`src/rtl/present_decrypt.sv`:
```
// PRESENT-80 block decryptor: forward key schedule to K32, then 31 inverse rounds.
// Optional last-round-key cache enabled by defining PRESENT_DECRYPT_KEY_CACHE_EN.
module present_decrypt (
    input  logic        clock,
    input  logic        reset_n,
    input  logic [79:0] key,
    input  logic [63:0] ciphertext,
    input  logic        start_in,
    output logic [63:0] decrypted_text,
    output logic        busy,
    output logic        done
);

    typedef enum logic [1:0] {IDLE, KEYGEN, WHITEN, ROUND} state_t;

    // Nibble n of each constant is the S-box output for input n.
    localparam logic [63:0] SBOX     = 64'h2174_8FE3_DA09_B65C;
    localparam logic [63:0] INV_SBOX = 64'hA970_364B_D21C_8FE5;

    state_t      state_q, state_d;
    logic [79:0] key_q, key_d;
    logic [63:0] data_q, data_d;
    logic [63:0] result_q, result_d;
    logic [4:0]  cnt_q, cnt_d;
    logic        done_q, done_d;

`ifdef PRESENT_DECRYPT_KEY_CACHE_EN
    logic [79:0] cache_user_q, cache_user_d;
    logic [79:0] cache_k32_q, cache_k32_d;
    logic        cache_vld_q, cache_vld_d;
    logic        hit;

    assign hit = cache_vld_q && (key == cache_user_q);
`endif

    function automatic logic [3:0] sbox(input logic [3:0] x);
        return SBOX[{x, 2'b00} +: 4];
    endfunction

    function automatic logic [3:0] inv_sbox(input logic [3:0] x);
        return INV_SBOX[{x, 2'b00} +: 4];
    endfunction

    function automatic logic [79:0] key_fwd(input logic [79:0] k,
                                            input logic [4:0]  rc);
        logic [79:0] r;
        r          = {k[18:0], k[79:19]};
        r[79:76]   = sbox(r[79:76]);
        r[19:15]   = r[19:15] ^ rc;
        return r;
    endfunction

    function automatic logic [79:0] key_inv(input logic [79:0] k,
                                            input logic [4:0]  rc);
        logic [79:0] r;
        r          = k;
        r[19:15]   = r[19:15] ^ rc;
        r[79:76]   = inv_sbox(r[79:76]);
        return {r[60:0], r[79:61]};
    endfunction

    function automatic logic [63:0] inv_player(input logic [63:0] s);
        logic [63:0] r;
        r = '0;
        for (int i = 0; i < 63; i++) begin
            r[i] = s[(i * 16) % 63];
        end
        r[63] = s[63];
        return r;
    endfunction

    function automatic logic [63:0] inv_slayer(input logic [63:0] s);
        logic [63:0] r;
        r = '0;
        for (int n = 0; n < 16; n++) begin
            r[4*n +: 4] = inv_sbox(s[4*n +: 4]);
        end
        return r;
    endfunction

    // Next-state, datapath and key-schedule updates for the decryption FSM.
    always_comb begin
        state_d  = state_q;
        key_d    = key_q;
        data_d   = data_q;
        result_d = result_q;
        cnt_d    = cnt_q;
        done_d   = 1'b0;
`ifdef PRESENT_DECRYPT_KEY_CACHE_EN
        cache_user_d = cache_user_q;
        cache_k32_d  = cache_k32_q;
        cache_vld_d  = cache_vld_q;
`endif
        unique case (state_q)
            IDLE: begin
                if (start_in) begin
                    data_d = ciphertext;
                    cnt_d  = 5'd1;
`ifdef PRESENT_DECRYPT_KEY_CACHE_EN
                    if (hit) begin
                        key_d   = cache_k32_q;
                        state_d = WHITEN;
                    end else begin
                        key_d        = key;
                        state_d      = KEYGEN;
                        cache_user_d = key;
                        cache_vld_d  = 1'b0;
                    end
`else
                    key_d   = key;
                    state_d = KEYGEN;
`endif
                end
            end
            KEYGEN: begin
                key_d = key_fwd(key_q, cnt_q);
                if (cnt_q == 5'd31) begin
                    state_d = WHITEN;
`ifdef PRESENT_DECRYPT_KEY_CACHE_EN
                    cache_k32_d = key_d;
                    cache_vld_d = 1'b1;
`endif
                end else begin
                    cnt_d = cnt_q + 5'd1;
                end
            end
            WHITEN: begin
                data_d  = data_q ^ key_q[79:16];
                cnt_d   = 5'd31;
                state_d = ROUND;
            end
            ROUND: begin
                key_d  = key_inv(key_q, cnt_q);
                data_d = inv_slayer(inv_player(data_q)) ^ key_d[79:16];
                if (cnt_q == 5'd1) begin
                    result_d = data_d;
                    done_d   = 1'b1;
                    state_d  = IDLE;
                end else begin
                    cnt_d = cnt_q - 5'd1;
                end
            end
        endcase
    end

    // State, datapath and result registers with synchronous active-low reset.
    always_ff @(posedge clock) begin
        if (!reset_n) begin
            state_q  <= IDLE;
            key_q    <= '0;
            data_q   <= '0;
            result_q <= '0;
            cnt_q    <= '0;
            done_q   <= 1'b0;
        end else begin
            state_q  <= state_d;
            key_q    <= key_d;
            data_q   <= data_d;
            result_q <= result_d;
            cnt_q    <= cnt_d;
            done_q   <= done_d;
        end
    end

`ifdef PRESENT_DECRYPT_KEY_CACHE_EN
    // Last-round-key cache; reset invalidates it so aborted work is never reused.
    always_ff @(posedge clock) begin
        if (!reset_n) begin
            cache_user_q <= '0;
            cache_k32_q  <= '0;
            cache_vld_q  <= 1'b0;
        end else begin
            cache_user_q <= cache_user_d;
            cache_k32_q  <= cache_k32_d;
            cache_vld_q  <= cache_vld_d;
        end
    end
`endif

    assign decrypted_text = result_q;
    assign done           = done_q;
    assign busy           = (state_q != IDLE);

endmodule

```
`config.mk`:
```
export PLATFORM = sky130hd
export DESIGN_NAME = present_decrypt
export DESIGN_NICKNAME = d
export VERILOG_FILES = /design/src/rtl/present_decrypt.sv
export SDC_FILE = /design/constraint.sdc
export NUM_CORES = 1
export LEC_CHECK = 0
export ABC_AREA = 1
export CAP_MARGIN = 20
export CORE_MARGIN = 5
export CORE_UTILIZATION = 51
export CTS_BUF_LIST = sky130_fd_sc_hd__clkbuf_16
export CTS_CLUSTER_DIAMETER = 100
export DETAILED_ROUTE_END_ITERATION = 16
export MAX_ROUTING_LAYER = met4
export PLACE_DENSITY = 0.76
export SYNTH_ARGS = -nofsm -noshare
export SYNTH_HDL_FRONTEND = slang
export SYNTH_SLANG_ARGS = --single-unit
```
`constraint.sdc`:
```
create_clock -name clock -period 1.5 [get_ports clock]
set_input_delay 0.3 -clock clock [delete_from_list [all_inputs] [get_ports clock]]
set_output_delay 0.3 -clock clock [all_outputs]
set_load 0.01 [all_outputs]
```
### Yosys cells after proc, flatten, opt, wreduce, memory -nomap -nowiden

Index checks and enable logic that the tools add are counted.

| cells by class | value |
|---|---|
| $add $sub $neg | 2 |
| equality and inequality tests | 10 |
| shifts and indexed selects | 18 |
| mux-type cells | 13 |
| bitwise logic cells | 4 |
| reduce and logical (&&, ||, !) cells | 10 |

Operators by type and width:

| operator | count |
|---|---|
| $shiftx 64x7->4 const A | 18 |
| $pmux 80 s3 | 1 |
| $pmux 64 s3 | 1 |
| $xor 64x64->64 | 2 |
| $mux 80 | 1 |
| $mux 64 | 1 |
| $pmux 5 s4 | 1 |
| $mux 5 | 3 |
| $ne 2x2->1 const B | 5 |
| $xor 5x5->5 | 2 |
| $pmux 2 s4 | 1 |
| $reduce_and 2->1 | 4 |
| $mux 2 | 3 |
| $reduce_and 3->1 | 2 |
| $reduce_bool 3->1 | 2 |
| $add 5x1->5 const B | 1 |
| $eq 5x1->1 const B | 1 |
| $eq 5x5->1 const B | 1 |
| $sub 5x1->5 const B | 1 |
| $eq 2x2->1 const B | 2 |
| $eq 2x1->1 const B | 1 |
| $logic_not 2->1 | 1 |
| $reduce_bool 2->1 | 1 |
| $mux 1 | 1 |

| word-level totals | value |
|---|---|
| register bits | 216 |
| logic and storage cells | 63 |

### Logic depth before layout (Yosys ltp)

Gate-level depths: netlist of the first run.

| logic depth | value |
|---|---|
| depth in word-level cells | 3 |
| depth in mapped cells | 12 |
| mapped depth without buffers | 12 |

### Worst setup path after synthesis of the first run

OpenSTA, ideal clock, no wires.

| timing | value |
|---|---|
| path type | reg-to-reg |
| start point | reg state_q[0] |
| end point | reg key_q[15] |
| arrival | 1,525 ps |
| path slack | -148 ps |
| stages on the path, launching flop included | 10 |
| buffers on the path | 1 |
| path through | dfxtp_1 inv_1 ha_1 inv_2 nor2_4 nor2_4 buf_4 clkinv_1 a21oi_1 a31oi_1 |

| on the way | value |
|---|---|
| longest elaborated chain between the ends | 3 |

RTL lines:

| item | line | text |
|---|---|---|
| from (decl) | 20 | `state_t state_q, state_d;` |
| from (signal assigned) | 156 | `state_q <= state_d;` |
| $eq 2x2->1, or another cell as far along | 94 | `unique case (state_q)` |
| $reduce_bool 3->1 (no source line) or $ne 2x2->1 (tied branches) | - |  |
| $reduce_and 2->1 (no source line) | - |  |
| to (signal assigned) | 157 | `key_q <= key_d;` |
| to (decl) | 21 | `logic [79:0] key_q, key_d;` |

Several ways; a longest one is shown, not always the timed one.
A chain may end at the register's enable or synchronous reset.

### Worst setup path after layout of the first run

| timing | value |
|---|---|
| start point | reg state_q[0] |
| end point | reg key_q[77] |

The elaborated chain is that of the path after synthesis.

==> out/results.tsv, run 1 <==
metric	value	unit
cts_buffers	26	
cts_root_buf	clkbuf_16	
wl_per_cell	24.2	um
grt_max_degree	59	
hold_end	key_q[13]	
status	finished with violations	
grt_pass1_wl	111	mm
worstPathArrival	2.22	ns
maxSlewViolCount	0	
syn_inst	2486	
grt_pass1_vias	18600	
finalPower	59.9	mW
num-nets-final	3179	
post_drt_via_cell_ratio	6.19	
synth_xor_area_frac	0.00846	
rows	63	
synth_compound_area_frac	0.235	
syn-num-nets	2755	
drtIter0Drc	2941	
r2r_start	state_q[0]	
cts_hold_buffers	0	
final_common_cell	nand2_1	
hold_path.class	in -> reg	
synth-seq-area-share	0.279	
dieArea	0.0340	mm2
min_period_over_period	1.16	
place.gp.congestion	1.05	
dpl.hpwl	52.0	mm
drv_cap	0	
violations	setup timing	
relSlewSlack	0.612	
fin_worst_skew	0.0139	ns
clock_path_buffers	3	
clk_pin_slew_worst_paths	0.06	ns
power_density	2520	mW/mm2
synth.mux.area_fraction	0	
reg2reg_to	key_q[77]	
final_antenna_net_count	0	
h-tree-depth	1	
ioPinCount	213	
peakVddDrop	1.52	mV
die_height	184	um
synth_flop_cell	dfxtp_1	
max_clock_freq	575	MHz
power.leakage	11.1	nW
cts_tree	done	
setup_ws	-0.239	ns
grt-ovfl-total	0	
hold_viol	0	
antenna_found_initial	2	
grt.total_usage	0.437	
cp.required	1.98	ns
final_cell_mix	552 x nand2_1, 312 x inv_1, 218 x buf_4	
synth_edf_count	0	
critPathLaunchType	flip-flop	
core-area	0.0299	mm2
avgSynthCellArea	6.24	um2
yosysWarningCount	0	
crit_fanout	6	
yosys_register_bits	216	
ys_types	35	
async_flop_share	0	
hold_start	reset_n	
place_area	0.0197	mm2
drc	0	
tightest_slew	0.582	ns
r2r_slack	-0.24	ns
initial_core_util	0.520	
synth_top_family_by_area	simple AND/OR/NAND/NOR gates	
end_kind	flip-flop	
pre_cts_ws	-0.280	ns
crit_type	reg -> reg	
synth_fa_ha_area_frac	0.0983	
syn_area	0.0155	mm2
setup_viol	220	
worst_r2r_path_depth	9	
dr_total_vias	20600	
die_w	184	um
rsz0062_at_grt	yes	
worstSkewPairLatency	0.56	ns
port_buffers	212	
worstHoldPathCells	4	
finalSetupTns	-29.95	ns
area_growth_syn_to_layout	53.1	%
fin_area	0.0238	mm2
first_pass_iters	9	
period_minus_slack	1.74	ns
drt_wl_total	80.3	mm
cts.sinks	216	
yosys.area_share.simple	0.262	
drive_above_1_share	0.248	
timing repair:
action | CTS | global route
endpoints found under the setup margin | 281 | 233
resized for setup | 346 | 349
setup buffers | 23 | 14
pin swaps | 75 | 53
cloned | 23 | 13
cell usage after synthesis, types with 4 or more instances:
master,n,share of area
a21o_1,19,0.0092
a21oi_1,317,0.10
a31oi_1,11,0.0044
buf_1,5,0.0012
buf_2,54,0.017
buf_4,11,0.0053
clkbuf_1,57,0.014
clkbuf_2,4,0.0013
dfxtp_1,216,0.28
ha_1,122,0.098
inv_1,317,0.077
inv_2,4,0.00097
nand2_1,607,0.15
nand3_1,235,0.076
nor2_1,123,0.030
nor2_4,5,0.0036
o211ai_1,4,0.0019
o21ai_0,262,0.084
o21ai_1,17,0.0055
o22ai_1,65,0.026
xnor2_1,10,0.0056
xor2_1,5,0.0028
final cells by class:
| class | count | area, um2 |
|---|---|---|
| Multi-Input combinational cell | 1816 | 11100 |
| Clock buffer | 27 | 676 |
| Fill cell | 2130 | 6110 |
| Clock inverter | 21 | 260 |
| Antenna cell | 3 | 7.51 |
| Inverter | 323 | 1250 |
| Sequential cell | 216 | 4350 |
| Timing Repair Buffer | 527 | 5660 |
| Tap cell | 390 | 488 |
sequential cells by signal, indices dropped and copies added (netlist names):
signal and cells:
cnt_q 5, state_q 2, key_q 80, decrypted_text 64
data_q 64, done 1
logic make-up after synthesis:
kind of cell    after synthesis
compound gates              697
xor+xnor                     15
fa+ha+maj                   122
buf+inv                     455
flops                       216
simple gates                981
worst max path at each step:
stage | to | from
final | key_q[77] | state_q[0]
after global routing | decrypted_text[7] | data_q[1]
after CTS | data_q[52] | state_q[1]
after detailed placement | data_q[28] | start_in
after global placement | data_q[8] | start_in
after floorplan | data_q[48] | state_q[0]
power breakdown:
group          total (mW)  switching [mW]  internal [mW]
logic                43.2            26.3           16.9
registers            9.59            1.91           7.68
clock network        7.16            2.87           4.29
metal layers:
| metal | global-route usage | vias to the layer above | routed length (um) |
|---|---|---|---|
| met2 | 0.641 | 1659 | 33000 |
| met4 | 0.264 | 0 | 7520 |
| li1 | - | 9011 | - |
| met1 | 0.531 | 9344 | 28500 |
| met5 | - | - | 0 |
| met3 | 0.124 | 547 | 11200 |
critical path, stage by stage (launching register included):
cell and delay [ns]:
dfxtp_4 0.37, buf_6 0.13, ha_4 0.21, buf_12 0.14, nor2_4 0.12, buf_12 0.18
buf_12 0.15, buf_8 0.12, nand2_2 0.07, a31oi_2 0.15
per-stage QoR:
step / utilization / instances / hold WS, ns
3_5_place_dp: 0.661 / 3205 / 0.455
4_1_cts: 0.745 / 3299 / 0.221
3_3_place_gp: 0.661 / 3205 / 0.453
6_report: 0.796 / 3323 / 0.231
2_1_floorplan: - / 2486 / 0.462
5_1_grt: 0.796 / 3323 / 0.237
Power figures use the tool's default switching activity.
==> run 2, diff against run 1 <==
CTS_CLUSTER_DIAMETER = 80   (was 100)
==> results of run 2 <==
The final DEF is identical to that of run 1; final timing and power are the same.
